[config.mk]
export PLATFORM = sky130hd
export DESIGN_NAME = addsub_scheduler_flat
export DESIGN_NICKNAME = d
export VERILOG_FILES = /design/src/rtl/addsub_scheduler_if.sv /design/src/rtl/addsub_scheduler.sv /design/src/flat_wrapper.sv
export SDC_FILE = /design/constraint.sdc
export NUM_CORES = 1
export LEC_CHECK = 0
export ABC_AREA = 1
export ABC_CLOCK_PERIOD_IN_PS = 3250
export BUFFER_PORTS_ARGS = -buffer_cell sky130_fd_sc_hd__buf_2
export CAP_MARGIN = 30
export CORE_MARGIN = 2
export CORE_UTILIZATION = 35
export DETAILED_ROUTE_END_ITERATION = 8
export HOLD_SLACK_MARGIN = 0.05
export SLEW_MARGIN = 20
export SYNTH_ARGS = -nofsm -noshare
export SYNTH_HDL_FRONTEND = slang
export SYNTH_SLANG_ARGS = --single-unit
[constraint.sdc]
create_clock -name clk -period 3.25 [get_ports clk]
set_input_delay 0.1625 -clock clk [delete_from_list [all_inputs] [get_ports clk]]
set_output_delay 0.1625 -clock clk [all_outputs]
set_load 0.01 [all_outputs]
[src/rtl/addsub_scheduler_if.sv]
// Requester-side bus of the shared add/subtract scheduler.
// The master modport is the requester side. The slave modport is the scheduler side.
interface addsub_scheduler_if #(
  parameter int SIZE  = 4,
  parameter int WORDS = 2,
  parameter int NREQ  = 2
);
  localparam int W   = SIZE * WORDS;
  localparam int IDW = (NREQ > 1) ? $clog2(NREQ) : 1;

  logic [NREQ-1:0]   req;
  logic [NREQ-1:0]   ctrl_in;
  logic [NREQ*W-1:0] a_in;
  logic [NREQ*W-1:0] b_in;
  logic [NREQ-1:0]   gnt;
  logic              busy;
  logic              done;
  logic [IDW-1:0]    done_id;
  logic [W-1:0]      result;
  logic              carry_out;
  logic              overflow;

  modport master (
    output req, ctrl_in, a_in, b_in,
    input  gnt, busy, done, done_id, result, carry_out, overflow
  );

  modport slave (
    input  req, ctrl_in, a_in, b_in,
    output gnt, busy, done, done_id, result, carry_out, overflow
  );
endinterface

[src/rtl/addsub_scheduler.sv]
// Round-robin scheduler sharing one SIZE-bit ripple add/subtract slice.
// Operands are SIZE*WORDS bits wide. One slice is processed per clock, least
// significant slice first, and the carry is held in a register between slices.
//
// state | meaning
// IDLE  | waiting for a request; arbitrates and latches operands on grant
// RUN   | processing slice idx; the last slice raises done and returns to IDLE

module full_adder (
  input  logic a,
  input  logic b,
  input  logic cin,
  output logic s,
  output logic cout
);
  assign s    = a ^ b ^ cin;
  assign cout = (a & b) | (cin & (a ^ b));
endmodule

module addsub_scheduler #(
  parameter int SIZE  = 4,
  parameter int WORDS = 2,
  parameter int NREQ  = 2
) (
  input logic clk,
  input logic rst,
  addsub_scheduler_if.slave bus
);
  localparam int W   = SIZE * WORDS;
  localparam int IDW = (NREQ > 1) ? $clog2(NREQ) : 1;
  localparam int IW  = (WORDS > 1) ? $clog2(WORDS) : 1;

  typedef enum logic {IDLE = 1'b0, RUN = 1'b1} state_t;

  state_t         state, state_n;
  logic [IDW-1:0] rr_ptr, id_reg, sel_id;
  logic [IDW:0]   cand;
  logic           sel_valid;
  logic [IW-1:0]  idx;
  logic           carry_reg, ctrl_reg, ctrl_sel;
  logic [W-1:0]   a_reg, b_reg, a_sel, b_sel;
  logic [SIZE-1:0] sa, sbx, ssum;
  logic [SIZE:0]  c;
  logic           last;

  logic [NREQ-1:0] gnt_reg;
  logic            done_reg, cout_reg, ovf_reg;
  logic [IDW-1:0]  done_id_reg;
  logic [W-1:0]    res_reg;

  // Round-robin pick: the first set request at or after rr_ptr, with wrap-around.
  always_comb begin
    sel_valid = 1'b0;
    sel_id    = '0;
    cand      = '0;
    for (int k = 0; k < NREQ; k++) begin
      cand = {1'b0, rr_ptr} + (IDW+1)'(k);
      if (cand >= (IDW+1)'(NREQ)) cand = cand - (IDW+1)'(NREQ);
      if (!sel_valid && bus.req[cand[IDW-1:0]]) begin
        sel_valid = 1'b1;
        sel_id    = cand[IDW-1:0];
      end
    end
  end

  // Operand mux for the winning requester.
  always_comb begin
    a_sel    = bus.a_in[W-1:0];
    b_sel    = bus.b_in[W-1:0];
    ctrl_sel = bus.ctrl_in[0];
    for (int i = 0; i < NREQ; i++) begin
      if (sel_id == IDW'(i)) begin
        a_sel    = bus.a_in[i*W +: W];
        b_sel    = bus.b_in[i*W +: W];
        ctrl_sel = bus.ctrl_in[i];
      end
    end
  end

  // Select the current slice. For subtract, B is inverted here; the +1 enters
  // only through carry_reg, which is seeded with ctrl at grant.
  always_comb begin
    sa  = '0;
    sbx = '0;
    for (int w = 0; w < WORDS; w++) begin
      if (idx == IW'(w)) begin
        sa  = a_reg[w*SIZE +: SIZE];
        sbx = b_reg[w*SIZE +: SIZE];
      end
    end
    sbx = sbx ^ {SIZE{ctrl_reg}};
  end

  assign c[0] = carry_reg;
  for (genvar i = 0; i < SIZE; i++) begin : g_slice
    full_adder u_fa (.a(sa[i]), .b(sbx[i]), .cin(c[i]), .s(ssum[i]), .cout(c[i+1]));
  end

  assign last = (idx == IW'(WORDS-1));

  // Next-state logic.
  always_comb begin
    state_n = state;
    case (state)
      IDLE:    if (sel_valid) state_n = RUN;
      RUN:     if (last) state_n = IDLE;
      default: state_n = IDLE;
    endcase
  end

  // State register.
  always_ff @(posedge clk) begin
    if (rst) state <= IDLE;
    else     state <= state_n;
  end

  // Datapath: grant and latch in IDLE; slice write-back and completion in RUN.
  always_ff @(posedge clk) begin
    if (rst) begin
      rr_ptr      <= '0;
      id_reg      <= '0;
      idx         <= '0;
      carry_reg   <= 1'b0;
      ctrl_reg    <= 1'b0;
      a_reg       <= '0;
      b_reg       <= '0;
      gnt_reg     <= '0;
      done_reg    <= 1'b0;
      done_id_reg <= '0;
      res_reg     <= '0;
      cout_reg    <= 1'b0;
      ovf_reg     <= 1'b0;
    end else begin
      gnt_reg  <= '0;
      done_reg <= 1'b0;
      case (state)
        IDLE: begin
          if (sel_valid) begin
            a_reg     <= a_sel;
            b_reg     <= b_sel;
            ctrl_reg  <= ctrl_sel;
            id_reg    <= sel_id;
            idx       <= '0;
            carry_reg <= ctrl_sel;
            gnt_reg   <= {{(NREQ-1){1'b0}}, 1'b1} << sel_id;
          end
        end
        RUN: begin
          for (int w = 0; w < WORDS; w++) begin
            if (idx == IW'(w)) res_reg[w*SIZE +: SIZE] <= ssum;
          end
          carry_reg <= c[SIZE];
          if (last) begin
            done_reg    <= 1'b1;
            done_id_reg <= id_reg;
            cout_reg    <= c[SIZE];
            ovf_reg     <= c[SIZE] ^ c[SIZE-1];
            rr_ptr      <= (id_reg == IDW'(NREQ-1)) ? '0 : id_reg + 1'b1;
            idx         <= '0;
          end else begin
            idx <= idx + 1'b1;
          end
        end
        default: ;
      endcase
    end
  end

  assign bus.gnt       = gnt_reg;
  assign bus.busy      = (state == RUN);
  assign bus.done      = done_reg;
  assign bus.done_id   = done_id_reg;
  assign bus.result    = res_reg;
  assign bus.carry_out = cout_reg;
  assign bus.overflow  = ovf_reg;
endmodule

[src/flat_wrapper.sv]
// flat-port wrapper written by rule: the top's interface ports become plain ports
module addsub_scheduler_flat 
#(
  parameter int SIZE  = 4,
  parameter int WORDS = 2,
  parameter int NREQ  = 2
)
  (clk, rst, bus_req, bus_ctrl_in, bus_a_in, bus_b_in, bus_gnt, bus_busy, bus_done, bus_done_id, bus_result, bus_carry_out, bus_overflow);
  addsub_scheduler_if #(.SIZE(SIZE), .WORDS(WORDS), .NREQ(NREQ)) bus_i ();
  input logic clk;
  input logic rst;
  input wire logic [$bits(bus_i.req)-1:0] bus_req;
  input wire logic [$bits(bus_i.ctrl_in)-1:0] bus_ctrl_in;
  input wire logic [$bits(bus_i.a_in)-1:0] bus_a_in;
  input wire logic [$bits(bus_i.b_in)-1:0] bus_b_in;
  output wire logic [$bits(bus_i.gnt)-1:0] bus_gnt;
  output wire logic [$bits(bus_i.busy)-1:0] bus_busy;
  output wire logic [$bits(bus_i.done)-1:0] bus_done;
  output wire logic [$bits(bus_i.done_id)-1:0] bus_done_id;
  output wire logic [$bits(bus_i.result)-1:0] bus_result;
  output wire logic [$bits(bus_i.carry_out)-1:0] bus_carry_out;
  output wire logic [$bits(bus_i.overflow)-1:0] bus_overflow;
  assign bus_i.req = bus_req;
  assign bus_i.ctrl_in = bus_ctrl_in;
  assign bus_i.a_in = bus_a_in;
  assign bus_i.b_in = bus_b_in;
  assign bus_gnt = bus_i.gnt;
  assign bus_busy = bus_i.busy;
  assign bus_done = bus_i.done;
  assign bus_done_id = bus_i.done_id;
  assign bus_result = bus_i.result;
  assign bus_carry_out = bus_i.carry_out;
  assign bus_overflow = bus_i.overflow;
  addsub_scheduler #(.SIZE(SIZE), .WORDS(WORDS), .NREQ(NREQ)) u_core (.clk(clk), .rst(rst), .bus(bus_i));
endmodule
=== Word level (Yosys, flattened, before mapping) ===
Index checks and enable logic that the tools add are counted.
W data, S select, Z words.

* Register bits: 36
* Latch bits: 0
* RAM bits: 0
* Memory bits (read-only): 0
* Input bits: 38
* Output and inout port bits: 15
* Memories kept: 0

* Add/subtract/negate cells: 5
* Multipliers: 0
* Div/mod/pow operators: 0
* Order comparisons: 4
* Equal/unequal tests: 1
* Shifts and indexed selects: 1
* Mux-type cells: 25
* Bitwise logic cells: 25
* Reductions and logical operators: 7

{| class="wikitable"
|+ Operators with widths
! cell !! number
|-
| $mux W1 || 18
|-
| $mux W8 || 2
|-
| $xor A1 B1 Y1 || 9
|-
| $and A1 B1 Y1 || 8
|-
| $mux W4 || 2
|-
| $pmux W1 S2 || 3
|-
| $reduce_and A2 Y1 || 3
|-
| $lt A1 B2 Y1 const B || 2
|-
| $or A1 B1 Y1 || 4
|-
| $xor A4 B4 Y4 || 1
|-
| $not A1 Y1 || 3
|-
| $reduce_or A3 Y1 || 1
|-
| $add A1 B1 Y1 const B || 2
|-
| $add A1 B1 Y2 const B || 1
|-
| $ge A1 B2 Y1 const B || 1
|-
| $ge A2 B2 Y1 const B || 1
|-
| $ne A2 B1 Y1 const B || 1
|-
| $reduce_or A2 Y1 || 1
|-
| $shl A1 B1 Y2 const A || 1
|-
| $sub A1 B1 Y1 const B || 2
|-
| $logic_and A1 B1 Y1 || 1
|-
| $logic_not A1 Y1 || 1
|}

=== Depth between registers and ports, before layout ===
* Depth after elaboration: 12
* Mapped depth: 15
* Mapped depth without buffers: 14

=== By module ===
A second synthesis with hierarchy kept.

* Cell total of the unflattened synthesis: 253
* Area total of the unflattened synthesis: 1828.0 um2

{| class="wikitable"
|+ Modules (own cells, without submodules)
! module !! times used !! cells each !! area each (um2) !! sequential area each (um2)
|-
| addsub_scheduler || 1 || 249 || 1747.9 || 720.7
|-
| full_adder || 4 || 1 || 20.0 || 0.0
|}

=== Least setup slack after synthesis ===
Ideal clock, no wire load.

* Path kind: flip-flop to flip-flop
* Start point: register u_core.idx
* End point: register u_core.res_reg[7] (netlist: u_core.bus.result[7])
* Setup time: 0.121 ns
* Arrival: 2.366 ns
* Data required time: 3.129 ns
* Path slack: 0.763 ns
* Stages on the path, launching flop included: 14
* Path buffers: 2
* Period minus slack after synthesis: 2.487 ns
* Cell sequence: dfxtp_1 -> buf_2 -> buf_2 -> nand2_1 -> o21ai_0 -> fa_1 -> inv_1 -> fa_1 -> inv_1 -> fa_1 -> inv_1 -> fa_1 -> inv_1 -> o21ai_0

* Longest elaborated chain between the ends: 10
* Elaborated cells between the ends (all ways): 18
* Those cells by class: mux (2); bitwise (15); reduce/logical (1)

{| class="wikitable"
|+ Ends and longest elaborated chain
! what !! line !! source
|-
| start: declaration || addsub_scheduler.sv:39 || <nowiki>logic [IW-1:0] idx;</nowiki>
|-
| start signal: assignment || addsub_scheduler.sv:161 || <nowiki>idx <= idx + 1'b1;</nowiki>
|-
| $mux W4 || addsub_scheduler.sv:86 || <nowiki>if (idx == IW'(w)) begin</nowiki>
|-
| $xor A4 B4 Y4 || addsub_scheduler.sv:91 || <nowiki>sbx = sbx ^ {SIZE{ctrl_reg}};</nowiki>
|-
| $xor A1 B1 Y1 || addsub_scheduler.sv:17 || <nowiki>assign cout = (a & b) | (cin & (a ^ b));</nowiki>
|-
| $and A1 B1 Y1 || addsub_scheduler.sv:17 ||
|-
| $or A1 B1 Y1 || addsub_scheduler.sv:17 ||
|-
| $and A1 B1 Y1 || addsub_scheduler.sv:17 ||
|-
| $or A1 B1 Y1 || addsub_scheduler.sv:17 ||
|-
| $and A1 B1 Y1 || addsub_scheduler.sv:17 ||
|-
| $or A1 B1 Y1 || addsub_scheduler.sv:17 ||
|-
| $xor A1 B1 Y1 * || addsub_scheduler.sv:16 || <nowiki>assign s = a ^ b ^ cin;</nowiki>
|-
| via u_core.g_slice[3].u_fa.s || addsub_scheduler.sv:13 || <nowiki>output logic s,</nowiki>
|-
| end signal: indexed assignment || addsub_scheduler.sv:150 || <nowiki>if (idx == IW'(w)) res_reg[w*SIZE +: SIZE] <= ssum;</nowiki>
|-
| end: declaration || addsub_scheduler.sv:49 || <nowiki>logic [W-1:0] res_reg;</nowiki>
|}

The timed path passes the listed nets; every way through them passes the cells marked *.
A chain may end at the register's enable or synchronous reset.

=== Worst setup path after layout ===
Ends and elaborated chain as after synthesis.

==> summary.md <==
| Metric | Value |
|---|---|
| Share of post-route cells with drive strength above 1 | 0.272 |
| Net Count, Synth | between 200 and 300 |
| Pin count of the biggest net entering global routing | 36 |
| Hold path depth | 2 |
| Synth area leader | dfxtp_1 |
| Warnings, synthesis | 0 |
| Clock Sinks | 36 |
| First-pass GRT wire length | between 5000 and 6000 µm |
| WP data arrival | ~3 ns |
| Fin worst setup slack | 0.419 ns |
| Reg2Reg Depth | 11 |
| Final HPWL DP | about 2600 µm |
| Post-Synth Adder-Cell Area | 0.0480 |
| Skew final | between 0.004 and 0.005 ns |
| Post-synth top area share | 0.432 |
| Resize count post-CTS | 0 |
| Hold WC Path Type | in2reg |
| Main combinational cell family by area after synthesis | compound AO/OA/AOI/OAI gates |
| Final Max Tran Viols | 0 |
| Fin nets | approximately 310 |
| Routed WL | around 3400 µm |
| # hold bufs at CTS | 0 |
| GR Overflow Total | 0 |
| Xor/xnor cell area share of the yosys netlist | 0.0263 |
| Flops & latches, synth | 36 |
| Period minus WS final | 2.83 ns |
| Post-Synth Simple-Gate Area | 0.181 |
| Setup bufs post-CTS | 0 |
| Ant. Diodes | 0 |
| Synthesized instance count | between 200 and 250 |
| DRT iter0 DRCs | 48 |
| DRT Pass-1 Iters | 6 |
| Cell Count, Final, Fillers Out | approximately 330 |
| CP Capture Type | flop |
| Die H | 73.0 µm |
| Total Routing Usage GR | 0.135 |
| Critical path class | reg2reg |
| Antenna violations before repair | 0 |
| Achievable Freq | approximately 0.35 GHz |
| Starting Density | 0.358 |
| H-tree depth | 2 |
| Post-synthesis sequential area ratio | 0.432 |
| Placement Rows | 25 |
| Syn Std Cell Area | approximately 1700 µm² |
| Die Width | 73.0 µm |
| EDFF count, synth | 0 |
| Max-cap viol count | 0 |
| Final Core Density | 0.437 |
| Inserted Clock Buffers | 5 |
| Area of the core | about 4700 µm² |
| Critical path launch point type | flop |
| Pre-CTS setup slack | ~0.45 ns |
| RSZ-0062 raised after global routing | false |
| Fillers | 509 |
| CTS tree | done |
| Final setup fails | 0 |
| Required time of the critical path | 3.41 ns |
| Port bufs | 52 |
| Outcome | finished, final reports clean |
| Critical Path Fanout Max | 19 |
| Crit share post-route | 0.871 |
| Dpl cells | 318 |
| Via/cell ratio | ~4.4 |
| Vias post-DR | approximately 1400 |
| Global placement routability congestion | just under 0.8 |
| Synth async-reset ratio | 0 |
| Final TNS setup | 0 ns |
| I/O Pins | 53 |
| Leakage | between 1 and 1.5 nW |
| Count leader, synth | nand2_1 |
| Top cells by area, synth | dfxtp_1 43%, o21ai_0 11%, nand2_1 9.9%, inv_1 8.1%, fa_1 4.8% |
| Worst-Margin Slew | ~0.50 ns |
| Clock Latency Late Sink | 0.28 ns |
| Hold Vio Cnt, Final | 0 |
| Worst vdd ir | about 160 µV |
| WL/cell | slightly above 10 µm |
| P&R area growth vs syn | 22.1% |
| Distinct cells, synth | 25 |
| Synth cell count leaders | 44 x nand2_1, 37 x o21ai_0, 36 x dfxtp_1, 36 x inv_1, 9 x nand3_1 |
| Vias in the first global route | between 1000 and 1500 |
| DRC | 0 |
| Post-DRT Antenna Nets | 0 |
| Clk root buf | clkbuf_8 |
| PwrDens | ~500 nW/µm² |
| Die area | around 5300 µm² |
| Top_reg_cell synth | dfxtp_1 |
| Synthesized area per cell | approximately 7.6 µm² |
| Worst-path clk slew | roughly 0.070 ns |
| Clock Path Buffers | 2 |
| Synth Area in Compound Gates | 0.188 |
| Final Total Pwr | approximately 1 mW |
| Portion of netlist area occupied by mux cells | 0 |
| Slew margin rel. | 0.663 |
==> final timing paths <==
check,to,start,slack [ns]
worst max register to register,u_core.bus.result[7]$_SDFFE_PP0P_,u_core.idx$_SDFFE_PP0P_,0.42
worst min register to register,u_core.a_reg[2]$_SDFFE_PP0P_,u_core.a_reg[2]$_SDFFE_PP0P_,0.47
worst max-delay path,u_core.bus.result[7]$_SDFFE_PP0P_,u_core.idx$_SDFFE_PP0P_,0.42
worst min-delay path,u_core.bus.gnt[0]$_SDFF_PP0_,bus_req[1],0.11
==> cell families (layout without fill, tap and decap cells) <==
kind of cell               count (synthesis)  after routing
xor gates and xnor gates                   5              5
DFF                                       36             36
AOI/OAI and AO/OA                         58             58
and+or+nand+nor                           68             68
buffers and inverters                     49            101
adders and majority gates                  4              4
==> area by class of cell <==
type	instances	area, µm²	area share
timing repair buffer	52	260	0.128
sequential	36	721	0.354
tap	54	67.6	0.0332
multi-input combinational	135	739	0.363
clock inverter	2	10.0	0.00492
clock buffer	6	82.6	0.0406
inverter	41	155	0.0762
==> metrics by stage <==
step,hold WS [ns],cell area [µm²]
floorplan,0.232,1670
global placement,0.402,1940
detailed placement,0.408,1940
CTS,0.0988,2040
global route,0.114,2040
finish,0.109,2040
==> cells in the final DEF (no fill, tap or decap), types with 5 or more instances in the layout <==
master    instances
nor2_1            6
o21ai_0          37
buf_2            52
o22ai_1           8
xor2_1            5
a21oi_1           6
inv_1            36
clkbuf_8          6
dfxtp_1          36
nand3_1           9
nand2_1          44
==> where the power goes <==
group / internal [mW] / total (mW) / switching (mW)
logic: 0.0752 / 0.187 / 0.111
clock network: 0.169 / 0.322 / 0.153
registers: 0.477 / 0.495 / 0.0187
==> routing by layer <==
layer	share of wire	vias to the layer above	routed length, µm	track usage
met5	0	-	0	0
met2	0.43	43	1460	0.212
met1	0.50	594	1690	0.178
met3	0.052	6	175	0.0387
met4	0.013	0	44	0.0432
li1	-	796	-	-
==> critical path, cell delays in order, from the launching register on <==
cell,delay (ns)
dfxtp_1,0.63
o21ai_0,0.20
xor2_1,0.18
fa_1,0.36
inv_1,0.07
fa_1,0.15
inv_1,0.05
fa_1,0.40
inv_1,0.09
fa_1,0.41
inv_1,0.08
o21ai_0,0.09
Note: power is estimated with default switching activity, not from simulation.
